$ cat config.mk
export PLATFORM = sky130hd
export DESIGN_NAME = pos_remote_rx_buffer
export DESIGN_NICKNAME = d
export VERILOG_FILES = /design/src/rtl/MD_pkg.sv /design/src/rtl/pos_rx_fifo.sv /design/src/rtl/pos_remote_rx_buffer.sv
export SDC_FILE = /design/constraint.sdc
export NUM_CORES = 1
export LEC_CHECK = 0
export CAP_MARGIN = 20
export CORE_MARGIN = 8
export CORE_UTILIZATION = 49
export CTS_CLUSTER_SIZE = 10
export DETAILED_ROUTE_END_ITERATION = 8
export PLACE_DENSITY = 0.7
export SLEW_MARGIN = 20
export SYNTH_ARGS = -nofsm -noshare
export SYNTH_HDL_FRONTEND = slang
export SYNTH_SLANG_ARGS = --single-unit
$ cat constraint.sdc
create_clock -name clk -period 20.2 [get_ports clk]
set_clock_uncertainty 0.05 [all_clocks]
set_input_delay 4.04 -clock clk [delete_from_list [all_inputs] [get_ports clk]]
set_output_delay 4.04 -clock clk [all_outputs]
set_load 0.1 [all_outputs]
$ cat src/rtl/MD_pkg.sv
// Shared MD widths plus the remote-position receive buffer entry format.
package MD_pkg;

  localparam int OFFSET_PKT_STRUCT_WIDTH = 81;
  localparam int GLOBAL_CELL_ID_WIDTH    = 4;
  localparam int NB_CELL_COUNT_WIDTH     = 4;
  localparam int NUM_REMOTE_DEST_NODES   = 3;

  localparam int POS_RX_DEPTH = 16;
  localparam int POS_RX_AFULL = 12;

  localparam int REMOTE_SLOT_WIDTH  = (NUM_REMOTE_DEST_NODES > 1) ? $clog2(NUM_REMOTE_DEST_NODES) : 1;
  localparam int GCID_WIDTH         = 3 * GLOBAL_CELL_ID_WIDTH;
  localparam int LIFETIME_VEC_WIDTH = NUM_REMOTE_DEST_NODES * NB_CELL_COUNT_WIDTH;

  typedef struct packed {
    logic [OFFSET_PKT_STRUCT_WIDTH-1:0] offset_pkt;
    logic [GCID_WIDTH-1:0]              gcid;
    logic [NB_CELL_COUNT_WIDTH-1:0]     lifetime;
  } pos_rx_entry_t;

  localparam int POS_RX_ENTRY_WIDTH = $bits(pos_rx_entry_t);

endpackage

$ cat src/rtl/pos_rx_fifo.sv
// Register-array first-word-fall-through FIFO; head is read combinationally
// from the array so a consumer can ack in the same cycle it sees valid.
module pos_rx_fifo #(
  parameter int WIDTH = 8,
  parameter int DEPTH = 16
) (
  input  logic                       clk,
  input  logic                       rst,
  input  logic                       push,
  input  logic [WIDTH-1:0]           din,
  input  logic                       pop,
  output logic [WIDTH-1:0]           dout,
  output logic                       full,
  output logic                       empty,
  output logic [$clog2(DEPTH):0]     count
);

  localparam int PTR_W = $clog2(DEPTH);
  localparam int CNT_W = PTR_W + 1;

  logic [WIDTH-1:0] mem [DEPTH];
  logic [PTR_W-1:0] wr_ptr;
  logic [PTR_W-1:0] rd_ptr;
  logic             do_push;
  logic             do_pop;

  assign full    = (count == CNT_W'(DEPTH));
  assign empty   = (count == '0);
  assign do_push = push & ~full;
  assign do_pop  = pop & ~empty;
  assign dout    = mem[rd_ptr];

  // Pointers wrap naturally because DEPTH is a power of two.
  always_ff @(posedge clk) begin
    if (rst) begin
      wr_ptr <= '0;
      rd_ptr <= '0;
      count  <= '0;
    end else begin
      if (do_push) wr_ptr <= wr_ptr + 1'b1;
      if (do_pop)  rd_ptr <= rd_ptr + 1'b1;
      case ({do_push, do_pop})
        2'b10:   count <= count + 1'b1;
        2'b01:   count <= count - 1'b1;
        default: count <= count;
      endcase
    end
  end

  // NOTE: storage has no reset; stale contents are unreachable once the pointers clear.
  always_ff @(posedge clk) begin
    if (do_push) mem[wr_ptr] <= din;
  end

endmodule

$ cat src/rtl/pos_remote_rx_buffer.sv
// Receive buffer for remote position packets feeding the ring extension node.
// Optional statistics counters are built when POS_RX_STATS_EN is defined.
module pos_remote_rx_buffer
  import MD_pkg::*;
#(
  parameter int DEPTH        = POS_RX_DEPTH,
  parameter int AFULL_THRESH = POS_RX_AFULL
) (
  input  logic                               clk,
  input  logic                               rst,
  input  logic [REMOTE_SLOT_WIDTH-1:0]       i_local_slot,
  input  logic                               i_net_valid,
  output logic                               o_net_ready,
  input  logic [OFFSET_PKT_STRUCT_WIDTH-1:0] i_net_offset_pkt,
  input  logic [GCID_WIDTH-1:0]              i_net_gcid,
  input  logic [LIFETIME_VEC_WIDTH-1:0]      i_net_lifetime,
  output logic [OFFSET_PKT_STRUCT_WIDTH-1:0] o_remote_offset_pkt,
  output logic [GCID_WIDTH-1:0]              o_remote_gcid,
  output logic                               o_remote_valid,
  output logic [NB_CELL_COUNT_WIDTH-1:0]     o_remote_lifetime,
  input  logic                               i_remote_ack,
  output logic                               o_almost_full,
  output logic [$clog2(DEPTH):0]             o_count,
  output logic [31:0]                        o_rx_pkt_cnt,
  output logic [31:0]                        o_rx_drop_cnt
);

  localparam int CNT_W = $clog2(DEPTH) + 1;
  localparam logic [CNT_W-1:0] AFULL_CNT = CNT_W'(AFULL_THRESH);

  logic [NB_CELL_COUNT_WIDTH-1:0] slot_lifetime;
  logic                           accept;
  logic                           keep;
  logic                           pop;
  logic                           fifo_full;
  logic                           fifo_empty;
  pos_rx_entry_t                  wr_entry;
  pos_rx_entry_t                  head_entry;

  // NOTE: default assigned before the loop so no path leaves slot_lifetime unassigned (no latch).
  always_comb begin
    slot_lifetime = '0;
    for (int k = 0; k < NUM_REMOTE_DEST_NODES; k++) begin
      if (i_local_slot == REMOTE_SLOT_WIDTH'(k))
        slot_lifetime = i_net_lifetime[k*NB_CELL_COUNT_WIDTH +: NB_CELL_COUNT_WIDTH];
    end
  end

  assign o_net_ready = ~fifo_full;
  assign accept      = i_net_valid & o_net_ready;
  assign keep        = accept & (slot_lifetime != '0);
  assign pop         = i_remote_ack & o_remote_valid;

  assign wr_entry = '{offset_pkt: i_net_offset_pkt, gcid: i_net_gcid, lifetime: slot_lifetime};

  pos_rx_fifo #(
    .WIDTH (POS_RX_ENTRY_WIDTH),
    .DEPTH (DEPTH)
  ) u_fifo (
    .clk   (clk),
    .rst   (rst),
    .push  (keep),
    .din   (wr_entry),
    .pop   (pop),
    .dout  (head_entry),
    .full  (fifo_full),
    .empty (fifo_empty),
    .count (o_count)
  );

  // Head fields are zero while empty so the ring node never sees stale data.
  assign o_remote_valid      = ~fifo_empty;
  assign o_remote_offset_pkt = fifo_empty ? '0 : head_entry.offset_pkt;
  assign o_remote_gcid       = fifo_empty ? '0 : head_entry.gcid;
  assign o_remote_lifetime   = fifo_empty ? '0 : head_entry.lifetime;
  assign o_almost_full       = (o_count >= AFULL_CNT);

`ifdef POS_RX_STATS_EN
  logic drop;
  assign drop = accept & (slot_lifetime == '0);

  always_ff @(posedge clk) begin
    if (rst) begin
      o_rx_pkt_cnt  <= '0;
      o_rx_drop_cnt <= '0;
    end else begin
      if (keep && (o_rx_pkt_cnt != '1))  o_rx_pkt_cnt  <= o_rx_pkt_cnt + 32'd1;
      if (drop && (o_rx_drop_cnt != '1)) o_rx_drop_cnt <= o_rx_drop_cnt + 32'd1;
    end
  end
`else
  assign o_rx_pkt_cnt  = '0;
  assign o_rx_drop_cnt = '0;
`endif

endmodule

==> metrics.md <==
| Metric | Value |
|---|---|
| Status | `finished clean` |
| Cell taking the most area after synthesis | `edfxtp_1` |
| DR WL/cell | `30.4 um` |
| GPL Wtd Cong | `0.719` |
| CTS Buffer Depth | `3` |
| Total core area | `0.122 mm^2` |
| Nets | `2885` |
| Global-route wire length before repair | `197 mm` |
| Fin util | `0.567` |
| Die ar. | `0.135 mm^2` |
| Crit. End Element | `output port` |
| Hold Path Depth | `2` |
| Area grow syn2layout | `14.6%` |
| Iter 0 DRT Violations | `2859` |
| Resized cells post-CTS | `0` |
| Setup WS pre-CTS | `10790 ps` |
| Seq cells post-synth | `1569` |
| Post-synthesis cell area | `0.0603 mm^2` |
| Clock H-tree levels | `4` |
| Design Area, Final | `0.0691 mm^2` |
| Critical path peak fanout | `67` |
| GRT Util Overall | `0.199` |
| Sequential share of the synthesized area | `0.779` |
| FMAX | `103 MHz` |
| HP Class | `reg2reg` |
| Gate Count Post-Synth | `2439` |
| PortBufs | `215` |
| Clock Latency Late Sink | `750 ps` |
| Worst Path Class, Setup | `reg2out` |
| First-pass detailed-route iteration total | `5` |
| Drt drc | `0` |
| CTS tree | `built` |
| Routed wire length | `135 mm` |
| Synth top area share | `0.773` |
| Die height | `367 um` |
| Setup TNS | `0 ps` |
| Actual slew at the worst max-slew pin | `1160 ps` |
| Yosys warnings | `0` |
| Clock Sinks | `1569` |
| Share of cells above drive strength 1 | `0.271` |
| Avg Inst Size Synth | `24.7 um^2` |
| DR vias | `26800` |
| Vias per cell | `6.04` |
| Initial Utilization | `0.495` |
| Maximum VDD drop | `0.298 mV` |
| Fillcell total | `8576` |
| Largest net degree at the start of global routing | `112` |
| Initial antenna violation count | `21` |
| Worst endpoint required time | `16110 ps` |
| Fin. Hold Viols | `0` |
| I/O Pins | `280` |
| Row count | `128` |
| Setup Fix Bufs, Post-CTS | `0` |
| Dpl hpwl | `66.7 mm` |
| Arr. time, crit path | `5650 ps` |
| Pwr dens | `129 mW/mm^2` |
| Final period util | `0.482` |
| Min Tclk post-route | `9740 ps` |
| Cts hold-fix bufs | `0` |
| Synth area leaders | `edfxtp_1, mux4_2, buf_4` |
| Post-route worst setup slack | `10460 ps` |
| Clk slew on worst S/H paths | `50 ps` |
| Unique masters post-synth | `33` |
| Final Setup Violations | `0` |
| Vias in the first global route | `28900` |
| Worst rel slew slack | `0.229` |
| CTS Buf Count | `177` |
| Fin. max-slew vios | `0` |
| Cell Area, Placed | `0.0641 mm^2` |
| Worst reg2reg path depth | `8` |
| Grt total ovfl | `0` |
| Post-route ant nets | `0` |
| Static Leak | `21.0 nW` |
| Worst Setup Start Kind | `register` |
| Root Buffer | `clkbuf_16` |
| Chip Width | `367 um` |
| Max-Cap Viols | `0` |
| RSZ-0062 raised after global routing | `no` |
==> layout by cell type, fill, tap and decap left out, drive strengths merged, types with 12 or more instances in the layout <==
| master | n |
|---|---|
| and2 | 98 |
| clkbuf | 204 |
| conb | 64 |
| buf | 58 |
| nor2 | 24 |
| dfxtp | 17 |
| edfxtp | 1552 |
| inv | 12 |
| clkdlybuf4s50 | 215 |
| mux4 | 485 |
==> per-layer routing <==
| layer | part of all wire | vias to the layer above | GRT usage |
|---|---|---|---|
| met5 | 0.00063 | - | 0 |
| met4 | 0.016 | 14 | 0.0464 |
| met3 | 0.079 | 180 | 0.0488 |
| met2 | 0.50 | 1133 | 0.326 |
| met1 | 0.41 | 14600 | 0.272 |
| li1 | - | 10900 | - |
==> stage by stage <==
| step | power, mW | std cells | hold WS [ps] |
|---|---|---|---|
| final | 8.92 | 4436 | 479 |
| after global routing | 9.21 | 4429 | 540 |
| after CTS | 9.02 | 4425 | 480 |
| after detailed placement | 6.24 | 4207 | 468 |
| after global placement | 6.22 | 4207 | 454 |
| after floorplan | 5.63 | 2502 | 435 |
==> synth_stat cells, drive strengths merged <==
| cell type | n |
|---|---|
| edfxtp | 1552 |
| mux4 | 485 |
| buf | 121 |
| and2 | 98 |
| clkbuf | 69 |
| nor2 | 24 |
| dfxtp | 17 |
| ha | 9 |
| mux2i | 8 |
| a21oi | 6 |
| inv | 6 |
| nor3 | 4 |
| o2bb2ai | 4 |
| or2 | 4 |
| xnor2 | 4 |
| xor2 | 4 |
| a21o | 3 |
| nand2b | 3 |
| nand3 | 3 |
| o21ai | 3 |
| or3 | 3 |
| nand2 | 2 |
| a21boi | 1 |
| and3 | 1 |
| conb | 1 |
| fa | 1 |
| nor2b | 1 |
| nor4 | 1 |
| o41ai | 1 |
==> logic make-up after synthesis <==
kind of cell / count (synthesis) / share of synthesized area
AOI/OAI and AO/OA: 18 / 0.00197
xor gates and xnor gates: 8 / 0.00116
adders and majority gates: 10 / 0.00220
buffers and inverters: 196 / 0.0197
DFF: 1569 / 0.779
muxes: 493 / 0.183
other: 1 / 0.0000622
and+or+nand+nor: 144 / 0.0137
==> final timing paths <==
kind / startpoint / endpoint / slack (ps)
max: register / o_remote_offset_pkt[21] / 10460
min reg2reg: u_fifo.rd_ptr[3]$_SDFFE_PP0N_ / u_fifo.rd_ptr[3]$_SDFFE_PP0N_ / 480
min: u_fifo.rd_ptr[3]$_SDFFE_PP0N_ / u_fifo.rd_ptr[3]$_SDFFE_PP0N_ / 480
max reg2reg: u_fifo.count[0]$_SDFFE_PP0P_ / u_fifo.mem[5][60]$_DFFE_PP_ / 15560
==> critical path: stages (launching register included) <==
cell and delay [ps]:
dfxtp_4 990, buf_4 890, buf_4 780, mux4_2 430, mux4_2 490, and2_1 220
clkdlybuf4s50_1 990
==> state kept, by name, summed over array words and instances (netlist names), named ones only <==
name	cells
u_fifo.rd_ptr	4
u_fifo.wr_ptr	4
u_fifo.count	5
u_fifo.mem	1552
==> report_power, final <==
| part | switching [mW] | internal, mW |
|---|---|---|
| Sequential | 0.0385 | 3.67 |
| Combinational | 1.73 | 0.707 |
| Clock | 1.16 | 1.62 |
| Total | 2.93 | 5.99 |
==> cell type report <==
type,count,area (um^2),area share
Multi-Input combinational cell,737,12500,0.181
Inverter,6,22.5,0.000326
Antenna cell,8,20.0,0.000290
Sequential cell,1569,47000,0.680
Timing Repair Buffer,273,2690,0.0389
Tap cell,1625,2030,0.0294
Clock inverter,14,199,0.00288
Clock buffer,204,4650,0.0673
Note: power is estimated with default switching activity, not from simulation.
